[src/rtl/cordic_rot_iter_pkg.sv]
// Fixed-point constants shared by the rotation and vectoring CORDIC.
// Format: 1 sign, 1 integer, 14 fraction bits.
package cordic_rot_iter_pkg;

  localparam int SYM_W = 1;
  localparam int INT_W = 1;
  localparam int DEC_W = 14;
  localparam int FX_W  = SYM_W + INT_W + DEC_W;

  localparam logic [15:0] INV_K   = 16'h26DD;
  localparam logic [15:0] PI_HALF = 16'h6487;

  typedef enum logic [1:0] {
    IDLE,
    RUN,
    DONE
  } state_t;

  function automatic logic [15:0] atan_val(
    input logic [3:0] i
  );
    case (i)
      4'd0:    atan_val = 16'h3242;
      4'd1:    atan_val = 16'h1DAB;
      4'd2:    atan_val = 16'h0FAC;
      4'd3:    atan_val = 16'h07F6;
      4'd4:    atan_val = 16'h03FE;
      4'd5:    atan_val = 16'h01FF;
      4'd6:    atan_val = 16'h00FF;
      4'd7:    atan_val = 16'h007F;
      4'd8:    atan_val = 16'h003F;
      4'd9:    atan_val = 16'h0020;
      default: atan_val = 16'h4000 >> i;
    endcase
  endfunction

endpackage

[src/rtl/cordic_rot_iter_if.sv]
// Angle-in / cos-sin-out handshake bundle.
// master drives the request, slave is the CORDIC.
interface cordic_rot_iter_if #(
  parameter int W = 16
);

  logic                data_ready;
  logic signed [W-1:0] angle;
  logic                in_ready;
  logic                data_valid;
  logic signed [W-1:0] cos;
  logic signed [W-1:0] sin;

  modport master (
    output data_ready,
    output angle,
    input  in_ready,
    input  data_valid,
    input  cos,
    input  sin
  );

  modport slave (
    input  data_ready,
    input  angle,
    output in_ready,
    output data_valid,
    output cos,
    output sin
  );

endinterface

[src/rtl/cordic_rot_step.sv]
// One combinational rotation-mode CORDIC micro-rotation.
// Direction follows the sign of the residual angle z.
module cordic_rot_step #(
  parameter int W = 16
) (
  input  logic signed [W-1:0] x,
  input  logic signed [W-1:0] y,
  input  logic signed [W-1:0] z,
  input  logic        [3:0]   sh,
  input  logic signed [W-1:0] atan,
  output logic signed [W-1:0] x_nxt,
  output logic signed [W-1:0] y_nxt,
  output logic signed [W-1:0] z_nxt
);

  logic signed [W-1:0] x_sh;
  logic signed [W-1:0] y_sh;

  assign x_sh = x >>> sh;
  assign y_sh = y >>> sh;

  always_comb begin
    x_nxt = x - y_sh;
    y_nxt = y + x_sh;
    z_nxt = z - atan;
    if (z[W-1]) begin
      x_nxt = x + y_sh;
      y_nxt = y - x_sh;
      z_nxt = z + atan;
    end
  end

endmodule

[src/rtl/cordic_rot_iter.sv]
// Iterative rotation-mode CORDIC: one shared micro-rotation per cycle.
// Produces gain-compensated cos/sin of a saturated input angle.
module cordic_rot_iter
  import cordic_rot_iter_pkg::*;
#(
  parameter int SYM_WIDTH = SYM_W,
  parameter int INT_WIDTH = INT_W,
  parameter int DEC_WIDTH = DEC_W,
  parameter int ITER      = 10
) (
  input logic              clk,
  input logic              rstn,
  cordic_rot_iter_if.slave bus
);

  localparam int W = SYM_WIDTH + INT_WIDTH + DEC_WIDTH;

  localparam logic signed [W-1:0] A_MAX =
    $signed(W'(PI_HALF));
  localparam logic signed [W-1:0] A_MIN = -A_MAX;
  localparam logic signed [W-1:0] X_INIT =
    $signed(W'(INV_K));
  localparam logic [3:0] LAST = 4'(ITER - 1);

  state_t              state;
  state_t              state_nxt;
  logic        [3:0]   cnt;
  logic signed [W-1:0] x;
  logic signed [W-1:0] y;
  logic signed [W-1:0] z;
  logic signed [W-1:0] x_nxt;
  logic signed [W-1:0] y_nxt;
  logic signed [W-1:0] z_nxt;
  logic signed [W-1:0] ang_sat;
  logic signed [W-1:0] atan;
  logic signed [W-1:0] cos_q;
  logic signed [W-1:0] sin_q;
  logic                valid_q;
  logic                accept;

  assign bus.in_ready   = (state == IDLE);
  assign bus.data_valid = valid_q;
  assign bus.cos        = cos_q;
  assign bus.sin        = sin_q;

  assign accept = bus.data_ready && (state == IDLE);
  assign atan   = $signed(W'(atan_val(cnt)));

  // Beyond +/-pi/2 the CORDIC does not converge.
  always_comb begin
    ang_sat = bus.angle;
    if (bus.angle > A_MAX) ang_sat = A_MAX;
    if (bus.angle < A_MIN) ang_sat = A_MIN;
  end

  cordic_rot_step #(.W(W)) u_step (
    .x     (x),
    .y     (y),
    .z     (z),
    .sh    (cnt),
    .atan  (atan),
    .x_nxt (x_nxt),
    .y_nxt (y_nxt),
    .z_nxt (z_nxt)
  );

  always_comb begin
    state_nxt = state;
    unique case (state)
      IDLE: if (accept) state_nxt = RUN;
      RUN:  if (cnt == LAST) state_nxt = DONE;
      DONE: state_nxt = IDLE;
      default: state_nxt = IDLE;
    endcase
  end

  always_ff @(posedge clk) begin
    if (!rstn) begin
      state   <= IDLE;
      cnt     <= '0;
      x       <= '0;
      y       <= '0;
      z       <= '0;
      cos_q   <= '0;
      sin_q   <= '0;
      valid_q <= 1'b0;
    end else begin
      state   <= state_nxt;
      valid_q <= 1'b0;
      unique case (state)
        IDLE: begin
          if (accept) begin
            x   <= X_INIT;
            y   <= '0;
            z   <= ang_sat;
            cnt <= '0;
          end
        end
        RUN: begin
          x   <= x_nxt;
          y   <= y_nxt;
          z   <= z_nxt;
          cnt <= cnt + 4'd1;
        end
        DONE: begin
          cos_q   <= x;
          sin_q   <= y;
          valid_q <= 1'b1;
        end
        default: ;
      endcase
    end
  end

endmodule

[src/flat_wrapper.sv]
// flat-port wrapper written by rule: the top's interface ports become plain ports
module cordic_rot_iter_flat import cordic_rot_iter_pkg::*;
#(
  parameter int SYM_WIDTH = SYM_W,
  parameter int INT_WIDTH = INT_W,
  parameter int DEC_WIDTH = DEC_W,
  parameter int ITER      = 10
)
  (clk, rstn, bus_data_ready, bus_angle, bus_in_ready, bus_data_valid, bus_cos, bus_sin);
  cordic_rot_iter_if #(.W(16)) bus_i ();
  input logic clk;
  input logic rstn;
  input wire logic [$bits(bus_i.data_ready)-1:0] bus_data_ready;
  input wire logic [$bits(bus_i.angle)-1:0] bus_angle;
  output wire logic [$bits(bus_i.in_ready)-1:0] bus_in_ready;
  output wire logic [$bits(bus_i.data_valid)-1:0] bus_data_valid;
  output wire logic [$bits(bus_i.cos)-1:0] bus_cos;
  output wire logic [$bits(bus_i.sin)-1:0] bus_sin;
  assign bus_i.data_ready = bus_data_ready;
  assign bus_i.angle = bus_angle;
  assign bus_in_ready = bus_i.in_ready;
  assign bus_data_valid = bus_i.data_valid;
  assign bus_cos = bus_i.cos;
  assign bus_sin = bus_i.sin;
  cordic_rot_iter #(.SYM_WIDTH(SYM_WIDTH), .INT_WIDTH(INT_WIDTH), .DEC_WIDTH(DEC_WIDTH), .ITER(ITER)) u_core (.clk(clk), .rstn(rstn), .bus(bus_i));
endmodule
[config.mk]
export PLATFORM = sky130hd
export DESIGN_NAME = cordic_rot_iter_flat
export DESIGN_NICKNAME = d
export VERILOG_FILES = /design/src/rtl/cordic_rot_iter_pkg.sv /design/src/rtl/cordic_rot_iter_if.sv /design/src/rtl/cordic_rot_step.sv /design/src/rtl/cordic_rot_iter.sv /design/src/flat_wrapper.sv
export SDC_FILE = /design/constraint.sdc
export NUM_CORES = 1
export LEC_CHECK = 0
export BUFFER_PORTS_ARGS = -buffer_cell sky130_fd_sc_hd__clkbuf_2
export CAP_MARGIN = 20
export CORE_MARGIN = 2
export CORE_UTILIZATION = 30
export CTS_CLUSTER_DIAMETER = 30
export DETAILED_ROUTE_END_ITERATION = 12
export GPL_TIMING_DRIVEN = 0
export SYNTH_ARGS = -nofsm -noshare
export SYNTH_HDL_FRONTEND = slang
export SYNTH_HIERARCHICAL = 1
export SYNTH_SLANG_ARGS = --single-unit
[constraint.sdc]
create_clock -name clk -period 4.8 [get_ports clk]
set_input_delay 0.24 -clock clk [delete_from_list [all_inputs] [get_ports clk]]
set_output_delay 0.24 -clock clk [all_outputs]
set_load 0.1 [all_outputs]
==> impl_metrics.env <==
export IMPL_status="finished, violations left"
export IMPL_violations="DRC"
export IMPL_grt_use_total=0.177
export IMPL_avgSynthCellArea_um2=8.11
export IMPL_crit_path_start="u_core/cnt[0]"
export IMPL_vias_per_cell=5.56
export IMPL_die_h_um=167
export IMPL_core_area_um2=26100
export IMPL_synth_most_common_cell="a21oi_1"
export IMPL_grt_start_max_net_pins=16
export IMPL_start_kind="flip-flop"
export IMPL_synth_compound_area_frac=0.242
export IMPL_syn_area_um2=8010
export IMPL_synth_top_family_by_area="compound AO/OA/AOI/OAI gates"
export IMPL_synthMuxAreaShare=0.111
export IMPL_ant_nets=0
export IMPL_fin_worst_skew_ns=0.0120
export IMPL_synth_ff_type="dfxtp_1"
export IMPL_path_cells="buf_6 > mux4_2 > mux4_2 > a211o_1 > nor3_1 > nand4_1 > nor3_2 > nor2_1 > xnor2_2 > ha_1 > a21o_1 > nor3_1 > o211ai_1 > o211ai_1 > o21ai_1 > xnor2_1 > a22o_1"
export IMPL_ir_worst_vdd_v=0.000249
export IMPL_power_density_nw_per_um2=564
export IMPL_max_slew_worst_pin_slew_ns=0.745
export IMPL_yosys_area_share_simple=0.198
export IMPL_yosysSeqAreaShare=0.218
export IMPL_pre_cts_slack_ns=-1.12
export IMPL_drive_gt1_frac=0.195
export IMPL_areaGrowthSynthToFinish_pct=17.1
export IMPL_dp_hpwl_um=18900
export IMPL_synth_area_leaders="dfxtp_1 22%, ha_1 8.9%, a21oi_1 7.1%"
export IMPL_final_area_um2=9380
export IMPL_hold_violations=0
export IMPL_wl_per_cell_um=17.9
export IMPL_nNetsFinal=1141
export IMPL_crit_fanout=9
export IMPL_clk_pin_slew_worst_paths_ns=0.07
export IMPL_placed_cell_area_um2=8690
export IMPL_synth_edf_count=0
export IMPL_num_rows=59
export IMPL_insertion_delay_ns=0.35
export IMPL_totalWireLength_um=25100
export IMPL_final_setup_tns_ns=0
export IMPL_power_total_mw=5.29
export IMPL_grt_pass1_wl_um=40000
export IMPL_synth_common_cells="113 x a21oi_1, 107 x nand2_1, 91 x nor2_1"
export IMPL_synth_cells=987
export IMPL_finalCriticalPeriod_ns=4.62
export IMPL_drc_errors=7
export IMPL_io_buffers=51
export IMPL_hp_class="in2reg"
export IMPL_path_class="reg2reg"
export IMPL_diodes=0
export IMPL_fin_ws_ns=0.181
export IMPL_ys_types=84
export IMPL_overflow=0
export IMPL_htreeDepth=3
export IMPL_drt_first_pass_iters=10
export IMPL_layout_cells_non_filler=1401
export IMPL_total_leakage_power_nw=3.80
export IMPL_synth_top_area_share=0.218
export IMPL_fin_crit_sh=0.962
export IMPL_cts_buffer_depth=2
export IMPL_floorplan_initialDensity=0.306
export IMPL_yosysTopAreaCell="dfxtp_1"
export IMPL_worstHoldStart="bus_angle[0]"
export IMPL_synth_warnings=6
export IMPL_cts_sinks=87
export IMPL_cp_end_kind="flip-flop"
export IMPL_via_count=7795
export IMPL_grt_setup_unrepaired="true"
export IMPL_cts_tree="yes"
export IMPL_grt_pass1_vias=7461
export IMPL_fmax_ghz=0.216
export IMPL_antenna_found_initial=0
export IMPL_io_pins=53
export IMPL_synth_xor_area_frac=0.0875
export IMPL_synthAdderAreaFrac=0.0966
export IMPL_slew_headroom=0.504
export IMPL_first_iter_violations=498
export IMPL_hold_ws_ns=0.221
export IMPL_arrival_ns=4.86
export IMPL_dieArea_um2=28000
export IMPL_synth_seq_cells=87
export IMPL_crit_required_ns=5.04
export IMPL_post_route_util=0.359
export IMPL_setup_viol_count_final=0
export IMPL_dpl_cell_count=1375
export IMPL_gp_congestion=0.942
export IMPL_critPathSlowestCell="mux4_2"
export IMPL_cts_buffers=9
export IMPL_worstReg2RegStart="u_core/cnt[0]"
export IMPL_cts_root_buf="clkbuf_16"
export IMPL_slowest_delay_ns=0.58
export IMPL_drv_cap=0
export IMPL_slew_violations=0
export IMPL_dieWidth_um=167
export IMPL_synthArstFlopShare=0
-- routing by layer --
layer	vias to the layer above	GRT usage	share of wire
met2	287	0.291	0.46
met5	-	0	0
met1	3707	0.240	0.46
met4	0	0.0510	0.023
met3	49	0.0274	0.059
li1	3752	-	-
-- kinds of logic (layout without fill, tap and decap cells) --
logic type | count (synthesis) | after routing
DFF | 87 | 87
buffers and inverters | 87 | 164
and+or+nand+nor | 326 | 326
adders and majority gates | 60 | 60
muxes | 52 | 52
xor gates and xnor gates | 80 | 80
AOI/OAI and AO/OA | 294 | 294
other | 1 | 3
-- where the power goes --
group / switching [mW] / internal, mW
Combinational: 1.78 / 1.58
Clock: 0.317 / 0.511
Sequential: 0.269 / 0.833
-- final timing paths --
check | end | slack, ns | cells after the start
hold / removal | u_core/z[0] | 0.22 | 3
hold reg to reg | u_core/bus.sin[2] | 0.45 | 2
setup reg to reg | u_core/x[15] | 0.18 | 17
setup / recovery | u_core/x[15] | 0.18 | 17
-- flip-flops by register name, indices dropped and copies added (netlist names) --
register / flops
u_core/bus.cos: 16
u_core/bus.sin: 16
u_core/x: 16
u_core/y: 16
u_core/z: 16
u_core/cnt: 4
u_core/state: 2
u_core/bus.data_valid: 1
-- placed cells by master, fill, tap and decap left out, drive strengths merged, types with 4 or more instances in the layout --
master and n:
xor2 37, nand2b 10, o31ai 11, mux4 27
or3 4, and2 8, dfxtp 87, a31o 5
or2 7, o21a 11, nor4 4, nand2 108
nand3 9, nor3b 8, mux2 10, o21ai 28
o211ai 8, nor2 93, inv 29, nor3 34
xnor2 43, mux2i 15, nor2b 21, o221a 5
a41oi 6, clkbuf 87, ha 57, a21o 13
buf 43, and3 6, a31oi 19, o21bai 13
a22oi 5, a22o 27, a21oi 113, a211oi 7
-- worst max-delay path: cells and delay by family (launching register included) --
kind	cells	cell delay, ns
buffers and inverters	1	0.18
AOI/OAI and AO/OA	6	1.24
and+or+nand+nor	5	0.96
xor gates and xnor gates	2	0.33
muxes	2	1.11
adders and majority gates	1	0.29
DFF	1	0.39
-- cell type report --
| cell class | instances | area (um2) |
|---|---|---|
| Buffer | 59 | 340 |
| Clock buffer | 9 | 225 |
| Clock inverter | 6 | 116 |
| Fill cell | 2739 | 16800 |
| Inverter | 28 | 105 |
| Multi-Input combinational cell | 815 | 6080 |
| Sequential cell | 87 | 1750 |
| Tap cell | 335 | 419 |
| Timing Repair Buffer | 62 | 338 |
-- what timing repair did --
action,in CTS,in global routing
setup buffers,8,3
pin swaps,8,6
hold buffers,0,0
gates resized for setup,42,36
endpoints found under the setup margin,19,8
Power figures use the tool's default switching activity.
